===== config.mk =====
export PLATFORM = sky130hd
export DESIGN_NAME = multi_cycle_cpu
export DESIGN_NICKNAME = d
export VERILOG_FILES = /design/src/rtl/cpu_pkg.sv /design/src/rtl/cpu_regfile.sv /design/src/rtl/multi_cycle_cpu.sv
export SDC_FILE = /design/constraint.sdc
export NUM_CORES = 1
export LEC_CHECK = 0
export CAP_MARGIN = 20
export CORE_MARGIN = 2
export CORE_UTILIZATION = 56
export CTS_BUF_LIST = sky130_fd_sc_hd__clkbuf_2 sky130_fd_sc_hd__clkbuf_4 sky130_fd_sc_hd__clkbuf_8
export DETAILED_ROUTE_END_ITERATION = 10
export PLACE_DENSITY = 0.81
export SYNTH_ARGS = -nofsm -noshare
export SYNTH_HDL_FRONTEND = slang
export SYNTH_HIERARCHICAL = 1
export SYNTH_SLANG_ARGS = --single-unit

===== constraint.sdc =====
create_clock -name clk -period 3.4 [get_ports clk]
set_clock_uncertainty 0.1 [all_clocks]
set_input_delay 0.51 -clock clk [delete_from_list [all_inputs] [get_ports clk]]
set_output_delay 0.51 -clock clk [all_outputs]
set_load 0.01 [all_outputs]

===== src/rtl/cpu_pkg.sv =====
// rtl/cpu_pkg.sv - opcodes, FSM state encoding and opcode classifiers for multi_cycle_cpu
package cpu_pkg;

  localparam logic [3:0] OP_NOP  = 4'h0;
  localparam logic [3:0] OP_ADD  = 4'h1;
  localparam logic [3:0] OP_SUB  = 4'h2;
  localparam logic [3:0] OP_AND  = 4'h3;
  localparam logic [3:0] OP_OR   = 4'h4;
  localparam logic [3:0] OP_XOR  = 4'h5;
  localparam logic [3:0] OP_SHL  = 4'h6;
  localparam logic [3:0] OP_SHR  = 4'h7;
  localparam logic [3:0] OP_LDI  = 4'h8;
  localparam logic [3:0] OP_LD   = 4'h9;
  localparam logic [3:0] OP_ST   = 4'hA;
  localparam logic [3:0] OP_ADDI = 4'hB;
  localparam logic [3:0] OP_HALT = 4'hF;

  typedef enum logic [2:0] {
    S_IDLE,
    S_DECODE,
    S_EXEC,
    S_MEM,
    S_WB,
    S_HALTED
  } state_t;

  function automatic logic writes_rd(input logic [3:0] op);
    return ((op >= OP_ADD) && (op <= OP_LD)) || (op == OP_ADDI);
  endfunction

  function automatic logic updates_flags(input logic [3:0] op);
    return ((op >= OP_ADD) && (op <= OP_SHR)) || (op == OP_ADDI);
  endfunction

  function automatic logic is_illegal(input logic [3:0] op);
    return (op >= 4'hC) && (op <= 4'hE);
  endfunction

endpackage


===== src/rtl/cpu_regfile.sv =====
// rtl/cpu_regfile.sv - NREGS x DATA_W register file, two async read ports, one sync write port
module cpu_regfile #(
  parameter int DATA_W     = 16,
  parameter int REG_ADDR_W = 2
) (
  input  logic                  clk,
  input  logic                  rst_n,
  input  logic [REG_ADDR_W-1:0] raddr_a,
  output logic [DATA_W-1:0]     rdata_a,
  input  logic [REG_ADDR_W-1:0] raddr_b,
  output logic [DATA_W-1:0]     rdata_b,
  input  logic                  we,
  input  logic [REG_ADDR_W-1:0] waddr,
  input  logic [DATA_W-1:0]     wdata
);

  localparam int NREGS = 2 ** REG_ADDR_W;

  logic [DATA_W-1:0] regs [NREGS];

  always_ff @(posedge clk or negedge rst_n) begin
    if (!rst_n) begin
      regs <= '{default: '0};
    end else if (we) begin
      regs[waddr] <= wdata;
    end
  end

  assign rdata_a = regs[raddr_a];
  assign rdata_b = regs[raddr_b];

endmodule


===== src/rtl/multi_cycle_cpu.sv =====
// rtl/multi_cycle_cpu.sv - multi-cycle core: DECODE/EXEC/MEM/WB FSM, ALU, Z/C flags, req/ack data port
module multi_cycle_cpu
  import cpu_pkg::*;
#(
  parameter int DATA_W     = 16,
  parameter int REG_ADDR_W = 2,
  parameter int ADDR_W     = 8
) (
  input  logic                  clk,
  input  logic                  reset,
  input  logic                  instr_valid,
  output logic                  instr_ready,
  input  logic [3:0]            ir_1,
  input  logic [REG_ADDR_W-1:0] ir_2,
  input  logic [REG_ADDR_W-1:0] ir_3,
  input  logic [DATA_W-1:0]     ir_imm,
  output logic                  mem_req,
  output logic                  memReadWrite,
  output logic [ADDR_W-1:0]     mem_addr,
  output logic [DATA_W-1:0]     mem_wdata,
  input  logic [DATA_W-1:0]     mem_rdata,
  input  logic                  mem_ack,
  output logic                  done,
  output logic                  illegal,
  output logic                  halted,
  output logic                  flag_z,
  output logic                  flag_c
);

  localparam int SH_W = $clog2(DATA_W);

  state_t                state, state_next;
  logic [3:0]            op;
  logic [REG_ADDR_W-1:0] rd_idx, rs_idx;
  logic [DATA_W-1:0]     imm, a, b, res, alu_res;
  logic [DATA_W-1:0]     rd_data, rs_data;
  logic                  res_c, alu_c, st_done, rf_we;
  logic [DATA_W:0]       wide;
  logic [SH_W-1:0]       sh;

  assign rf_we = (state == S_WB) && writes_rd(op);

  cpu_regfile #(
    .DATA_W    (DATA_W),
    .REG_ADDR_W(REG_ADDR_W)
  ) u_regfile (
    .clk    (clk),
    .rst_n  (reset),
    .raddr_a(rd_idx),
    .rdata_a(rd_data),
    .raddr_b(rs_idx),
    .rdata_b(rs_data),
    .we     (rf_we),
    .waddr  (rd_idx),
    .wdata  (res)
  );

  always_ff @(posedge clk or negedge reset) begin
    if (!reset) state <= S_IDLE;
    else        state <= state_next;
  end

  always_comb begin
    state_next = state;
    case (state)
      S_IDLE:   if (instr_valid) state_next = S_DECODE;
      S_DECODE: state_next = (op == OP_HALT) ? S_HALTED : S_EXEC;
      S_EXEC:   state_next = ((op == OP_LD) || (op == OP_ST)) ? S_MEM : S_WB;
      S_MEM:    if (mem_ack) state_next = (op == OP_LD) ? S_WB : S_IDLE;
      S_WB:     state_next = S_IDLE;
      S_HALTED: state_next = S_HALTED;
      default:  state_next = S_IDLE;
    endcase
  end

  // The extra bit of 'wide' carries the carry-out or the last bit shifted out.
  always_comb begin
    alu_res = '0;
    alu_c   = 1'b0;
    wide    = '0;
    sh      = b[SH_W-1:0];
    case (op)
      OP_ADD:  begin wide = {1'b0, a} + {1'b0, b};   alu_res = wide[DATA_W-1:0]; alu_c = wide[DATA_W]; end
      OP_SUB:  begin alu_res = a - b;                alu_c = (a < b); end
      OP_AND:  alu_res = a & b;
      OP_OR:   alu_res = a | b;
      OP_XOR:  alu_res = a ^ b;
      OP_SHL:  begin wide = {1'b0, a} << sh;         alu_res = wide[DATA_W-1:0]; alu_c = wide[DATA_W]; end
      OP_SHR:  begin wide = {a, 1'b0} >> sh;         alu_res = wide[DATA_W:1];   alu_c = wide[0]; end
      OP_LDI:  alu_res = imm;
      OP_ADDI: begin wide = {1'b0, b} + {1'b0, imm}; alu_res = wide[DATA_W-1:0]; alu_c = wide[DATA_W]; end
      default: ;
    endcase
  end

  always_ff @(posedge clk or negedge reset) begin
    if (!reset) begin
      op      <= '0;
      rd_idx  <= '0;
      rs_idx  <= '0;
      imm     <= '0;
      a       <= '0;
      b       <= '0;
      res     <= '0;
      res_c   <= 1'b0;
      flag_z  <= 1'b0;
      flag_c  <= 1'b0;
      st_done <= 1'b0;
    end else begin
      st_done <= (state == S_MEM) && mem_ack && (op == OP_ST);
      case (state)
        S_IDLE: if (instr_valid) begin
          op     <= ir_1;
          rd_idx <= ir_2;
          rs_idx <= ir_3;
          imm    <= ir_imm;
        end
        S_DECODE: begin
          a <= rd_data;
          b <= rs_data;
        end
        S_EXEC: begin
          res   <= alu_res;
          res_c <= alu_c;
        end
        S_MEM: if (mem_ack && (op == OP_LD)) res <= mem_rdata;
        S_WB: if (updates_flags(op)) begin
          flag_z <= (res == '0);
          flag_c <= res_c;
        end
        default: ;
      endcase
    end
  end

  assign instr_ready  = (state == S_IDLE);
  assign mem_req      = (state == S_MEM);
  assign memReadWrite = mem_req && (op == OP_ST);
  assign mem_addr     = b[ADDR_W-1:0] + imm[ADDR_W-1:0];
  assign mem_wdata    = a;
  assign done         = (state == S_WB) || st_done;
  assign illegal      = (state == S_WB) && is_illegal(op);
  assign halted       = (state == S_HALTED);

endmodule


=== Word-level counts from Yosys, hierarchy flattened ===
Index checks and enable logic that the tools add are counted.

* Order comparisons: 9
* Reduce and logical (&&, ||, !) cells: 21
* Shifts and indexed selects: 2
* Bitwise logic cells: 5
* Add/sub/neg operators: 4
* Multiplexer cells: 19
* Div/mod/pow operators: 0
* Equal/unequal tests: 20
* Multipliers: 0

{| class="wikitable"
|+ Operator list
! operator !! count
|-
| case mux 16 bit (9 select lines) || 1
|-
| 2-to-1 mux 16 bit || 6
|-
| binary-select mux 16 bit (select 2 bit) || 2
|-
| bitwise mux 64 bit || 1
|-
| adder 16 x 16 -> 17 bit || 2
|-
| demux 16 bit (select 2 bit) || 1
|-
| case mux 16 bit (2 select lines) || 1
|-
| equality test 4 bit, second input constant || 5
|-
| left shift 16 x 4 -> 17 bit || 1
|-
| >> shifter 17 x 4 -> 17 bit || 1
|-
| bitwise AND 16 bit || 1
|-
| equality test 4 x 3 -> 1 bit, second input constant || 4
|-
| logical NOT 16 bit || 1
|-
| less-than comparator 16 bit || 1
|-
| OR 16 bit || 1
|-
| subtractor 16 bit || 1
|-
| bitwise XOR 16 bit || 1
|-
| 2-to-1 mux 3 bit || 5
|-
| case mux 3 bit (5 select lines) || 1
|-
| logical AND 1 bit || 10
|-
| adder 8 bit || 1
|-
| equality test 4 x 2 -> 1 bit, second input constant || 2
|-
| <= comparator 4 bit, second input constant || 2
|-
| AND reduction 2 bit || 4
|-
| 16 further kinds || 24
|}

* Memories kept: 0
* Logic and storage cells: 96
* Output and inout bits: 32
* Flip-flop bits (word level): 143
* ROM bits: 0
* Memory bits (writable): 0
* Bits in latches: 0
* Input bits: 44

=== Logic depth before layout (Yosys ltp) ===
* Word-level depth: 6
* Mapped depth: 12

=== Hierarchy ===
Netlist, hierarchy kept.

{| class="wikitable"
|+ By module, submodules not included
! module !! cells each !! seq. area each (sq um) !! area each (sq um) !! times used
|-
| multi_cycle_cpu || 978 || 1976.9 || 7837.5 || 1
|-
| cpu_regfile || 176 || 1601.5 || 3174.3 || 1
|}

=== Worst setup path after synthesis ===
Ideal clock, no wire load.

* Path kind: register to register
* Start: register b[1]
* End: register res[15]
* Path buffers: 2
* Slack: 0.234 ns
* Arrival: 2.940 ns
* Data required time: 3.174 ns
* Cell stages (with the launch flop): 13
* Cell sequence: dfrtp_1 buf_2 inv_1 clkbuf_1 ha_1 a211oi_1 o21a_1 nor3_1 o41ai_2 o21ai_1 xnor2_1 nor2_1 o32a_1

* Longest elaborated chain between the ends: 3
* Elaborated cells on any way between the ends: 7
* Classes of those cells: 3 x add/sub; 2 x shift; 2 x mux

{| class="wikitable"
|+ RTL lines
! element !! line !! source
|-
| start: declaration || multi_cycle_cpu.sv:35 || <nowiki>logic [DATA_W-1:0] imm, a, b, res, alu_res;</nowiki>
|-
| start signal: assignment || multi_cycle_cpu.sv:120 || <nowiki>b <= rs_data;</nowiki>
|-
| adder 16 x 16 -> 17 bit, or another cell as far along || multi_cycle_cpu.sv:91 || <nowiki>OP_ADDI: begin wide = {1'b0, b} + {1'b0, imm}; alu_res = wide[DATA_W-1:0]; alu_c = wide[DATA_W]; end</nowiki>
|-
| case mux 16 bit (9 select lines) * || multi_cycle_cpu.sv:82 || <nowiki>case (op)</nowiki>
|-
| case mux 16 bit (2 select lines) * || multi_cycle_cpu.sv:111 || <nowiki>case (state)</nowiki>
|-
| end signal: assignment || multi_cycle_cpu.sv:123 || <nowiki>res <= alu_res;</nowiki>
|-
| end signal: assignment || multi_cycle_cpu.sv:126 || <nowiki>S_MEM: if (mem_ack && (op == OP_LD)) res <= mem_rdata;</nowiki>
|-
| end: declaration || multi_cycle_cpu.sv:35 ||
|}

Every way passes the cells marked *; elsewhere a longest branch is shown, timed or not.
A chain may end at the register's enable or synchronous reset.

=== Final worst setup path ===
* Start: register b[1]
* End: output mem_addr[7]

* Longest elaborated chain between the ends: 1

{| class="wikitable"
|+ RTL lines
! element !! line !! source
|-
| adder 8 bit || multi_cycle_cpu.sv:139 || <nowiki>assign mem_addr = b[ADDR_W-1:0] + imm[ADDR_W-1:0];</nowiki>
|-
| end: declaration || multi_cycle_cpu.sv:19 || <nowiki>output logic [ADDR_W-1:0] mem_addr,</nowiki>
|}

No other way between the ends.

==> flow_metrics.py <==
metrics = {
    "clock_network": {
        "cts_root_buf": "clkbuf_8",
        "htreeDepth": 4,
        "numCtsBuffers": 17,
        "clk_pin_slew_ns": 0.11,
        "clockBufferDepth": 2,
        "worstSkewPairLatency_ns": 0.50,
        "cts_tree": "yes",
        "cts.sinks": 143,
    },
    "drt": {
        "first_pass_iters": 7,
        "top_layer_used": "met4",
        "wl_mm": 38.3,
        "first_iter_violations": 1354,
        "vias_per_cell": 6.81,
        "route.detailed.drc": 0,
        "ant_nets": 0,
        "wire_per_inst_um": 25.4,
        "vias": 10275,
        "wl_met3_mm": 3.86,
        "met2_length_mm": 17.3,
        "wl_met1_mm": 15.0,
    },
    "die": {
        "initial_core_util_pct": 56.8,
        "die-width_um": 144,
        "fp-row-count": 51,
        "dieHeight_um": 144,
        "fp.dieArea_um2": 20800,
        "io_pins": 76,
        "core_area_um2": 19400,
    },
    "placement": {
        "port-buffer-count": 75,
        "detailedPlacementHpwl_mm": 28.6,
        "gp_congestion": 1.06,
    },
    "critical_path": {
        "r2r_end": "res[15]",
        "cp_slowest_cell": "clkdlybuf4s50_1",
        "startpoint_type": "register",
        "startpoint": "b[1]",
        "cp_num_buf_inv": 1,
        "setup.worst_path.end_class": "primary output",
        "reg2reg_from": "mem_wdata[7]",
        "path_cells": "ha_1 -> a211oi_2 -> o21ai_2 -> a31oi_2 -> xnor2_1 -> clkdlybuf4s50_1",
        "slowest_delay_ns": 0.57,
        "cp_data_arrival_time_ns": 2.70,
        "critical_path.top_delay_family": "compound AO/OA/AOI/OAI gates",
        "worstSetupPathType": "reg2out",
        "path_max_fanout": 3,
        "cp.depth": 6,
        "r2r_slack_ns": 0.15,
        "ff2ff_path_depth": 9,
        "crit_path_end": "mem_addr[7]",
        "cp.required_ns": 2.79,
    },
    "timing": {
        "tightest_slew_ns": 0.927,
        "relSlewSlack_pct": 37.7,
        "layout_min_cycle_time_ns": 3.31,
        "report.final.setup_viol": 0,
        "finalHoldViolations": 0,
        "setup_tns_ns": 0,
        "report.final.slew_viol_count": 0,
        "max_clock_freq_mhz": 302,
        "finalCritPeriodShare_pct": 97.3,
        "rsz0062_at_grt": "no",
    },
    "grt": {
        "track_usage_pct": 38.2,
        "grt_overflow_total": 0,
        "grt_max_degree": 68,
        "grt_pass1_wl_mm": 59.0,
        "antenna_found_initial": 0,
        "grt_pass1_vias": 9740,
    },
    "pwr": {
        "power_mw": 12.3,
        "switching_share_pct": 49.4,
        "seqPwrFrac_pct": 25.7,
        "pwr-share-clk_pct": 11.9,
        "vdd_drop_max_v": 0.000787,
        "p_per_area_nw_per_um2": 971,
        "leakagePower_nw": 5.32,
        "pwr-share-comb_pct": 62.4,
        "p_int_mw": 6.25,
        "switchingPower_mw": 6.09,
    },
    "cells_and_area": {
        "final-seq-area_um2": 3580,
        "fin_util_pct": 65.5,
        "multiInputGateArea_um2": 6930,
        "drive_gt1_share_pct": 21.1,
        "layout.nets": 1343,
        "syn2layout_area_growth_pct": 15.4,
        "filler_cell_count": 1635,
        "n_antenna_cell": 0,
    },
    "hold_path": {
        "min_path_type": "reg2reg",
    },
    "yosys": {
        "synthArstFlopShare_pct": 100,
        "synthMuxAreaShare_pct": 19.9,
        "yosys_warnings": 6,
        "synth_area_per_cell_um2": 9.54,
        "synth.distinct_cells": 82,
        "synth-edff-count": 0,
        "synth_simple_gate_area_share_pct": 14.1,
        "syn_area_um2": 11000,
        "yosys_register_bits": 143,
        "synth_xor_area_share_pct": 1.43,
        "synth_cells": 1154,
        "synthFlopType": "dfrtp_1",
        "yosysSeqAreaShare_pct": 32.5,
        "yosys.area_share.adder_pct": 7.93,
        "syn-num-nets": 1266,
        "synth_compound_area_share_pct": 19.1,
        "synth_top_family_by_area": "multiplexers",
    },
    "status": {
        "outcome": "complete, no violations",
    },
    "flow_run": {
        "cap_viol_max_count": 0,
    },
}
==> cell usage after synthesis, types with 8 or more instances <==
cell type / count / area, um^2
a211oi_1: 19 / 143
mux2_2: 95 / 1070
or3_1: 9 / 56.3
nand3_1: 11 / 55.1
nand2b_1: 16 / 100
a31oi_1: 8 / 50.1
o21ai_0: 91 / 455
a21oi_1: 62 / 310
o221ai_1: 9 / 78.8
inv_1: 50 / 188
clkbuf_1: 43 / 161
ha_1: 65 / 813
a22oi_1: 16 / 120
o211ai_1: 10 / 75.1
nor2b_1: 17 / 106
a221o_1: 8 / 80.1
buf_2: 21 / 105
o22ai_1: 12 / 75.1
and3_1: 9 / 56.3
nor2_1: 92 / 345
nand2_1: 88 / 330
mux4_2: 39 / 878
mux2i_1: 24 / 240
a21o_1: 9 / 67.6
xnor2_1: 12 / 105
nor3_1: 37 / 185
dfrtp_1: 143 / 3580
==> layer usage <==
metal,up-vias,global-route usage (%)
met3,166,8.74
met2,704,59.7
met4,0,18.4
met1,4974,50.5
li1,4431,-
met5,-,0
==> power by group through the flow <==
stage          clock [mW]  combinational (mW)  sequential, mW
2_1_floorplan           0                5.05            2.80
5_1_grt              1.55                8.22            3.23
4_1_cts              1.48                7.43            3.13
3_3_place_gp            0                7.29            3.11
6_report             1.47                7.70            3.17
3_5_place_dp            0                7.36            3.16
==> sequential cells by signal, summed over array words and instances, names as in the netlist <==
signal and cells:
b 16, flag_c 1, flag_z 1, imm 16, mem_wdata 16, op 4
rd_idx 2, res 16, res_c 1, rs_idx 2, st_done 1, state 3
u_regfile/regs 64
==> layout make-up <==
cell class	count	area share, %
inverters	52	1.57
clock buffers	18	1.95
multi-input cells	880	54.5
flip-flops and latches	143	28.2
well taps	265	2.61
clock inverters	14	1.31
repair buffers	137	9.83
==> cell families (layout without fill, tap and decap cells) <==
| group | Yosys count | in the layout |
|---|---|---|
| flops | 143 | 143 |
| mux | 158 | 158 |
| simple gates | 319 | 319 |
| fa+ha+maj | 68 | 68 |
| compound gates | 317 | 317 |
| buf+inv | 131 | 221 |
| xor+xnor | 18 | 18 |
==> cell usage in the layout, fill, tap and decap left out, drive strengths merged, types with 7 or more instances in the layout <==
cell             n
inv             59
nand2           88
clkbuf          18
mux2i           24
nor4             7
a221o            8
a211oi          19
dfrtp          143
a21o             9
buf             62
a21oi           62
xnor2           12
a211o            7
o211ai          10
ha              65
nor3            37
clkdlybuf4s50   71
o221ai           9
nand2b          16
or3              9
nor2b           17
nand3           12
mux4            39
a221oi           7
mux2            95
nor2            93
o22ai           12
a22oi           16
o21ai           96
a31oi            8
and3            10
==> worst min-delay path by stage <==
stage          startpoint   endpoint  slack, ns  cells after the start
2_1_floorplan       reset       b[0]       0.11                      0
6_report        rs_idx[0]  rs_idx[0]       0.42                      1
3_5_place_dp    rs_idx[0]  rs_idx[0]       0.40                      1
5_1_grt            flag_c     flag_c       0.43                      1
3_3_place_gp    rs_idx[0]  rs_idx[0]       0.39                      1
4_1_cts         rs_idx[0]  rs_idx[0]       0.42                      1
==> repair_timing <==
| item | 4_1_cts | 5_1_grt |
|---|---|---|
| buffers inserted | 1 | 3 |
| hold buffers | 1 | 0 |
| pin swaps | 3 | 1 |
| endpoints found under the hold margin | 65 | 0 |
| setup endpoints to repair | 3 | 8 |
| gates resized for setup | 7 | 13 |
==> stage by stage <==
step	instances	hold WS, ns	instance area [um^2]	setup slack, ns
floorplan	1154	0.114	11000	0.234
global placement	1472	0.394	12200	0.0549
detailed placement	1472	0.398	12200	0.0294
CTS	1506	0.421	12600	0.0113
global route	1509	0.432	12700	0.00783
finish	1509	0.418	12700	0.0925
(Power assumes the default switching activity.)
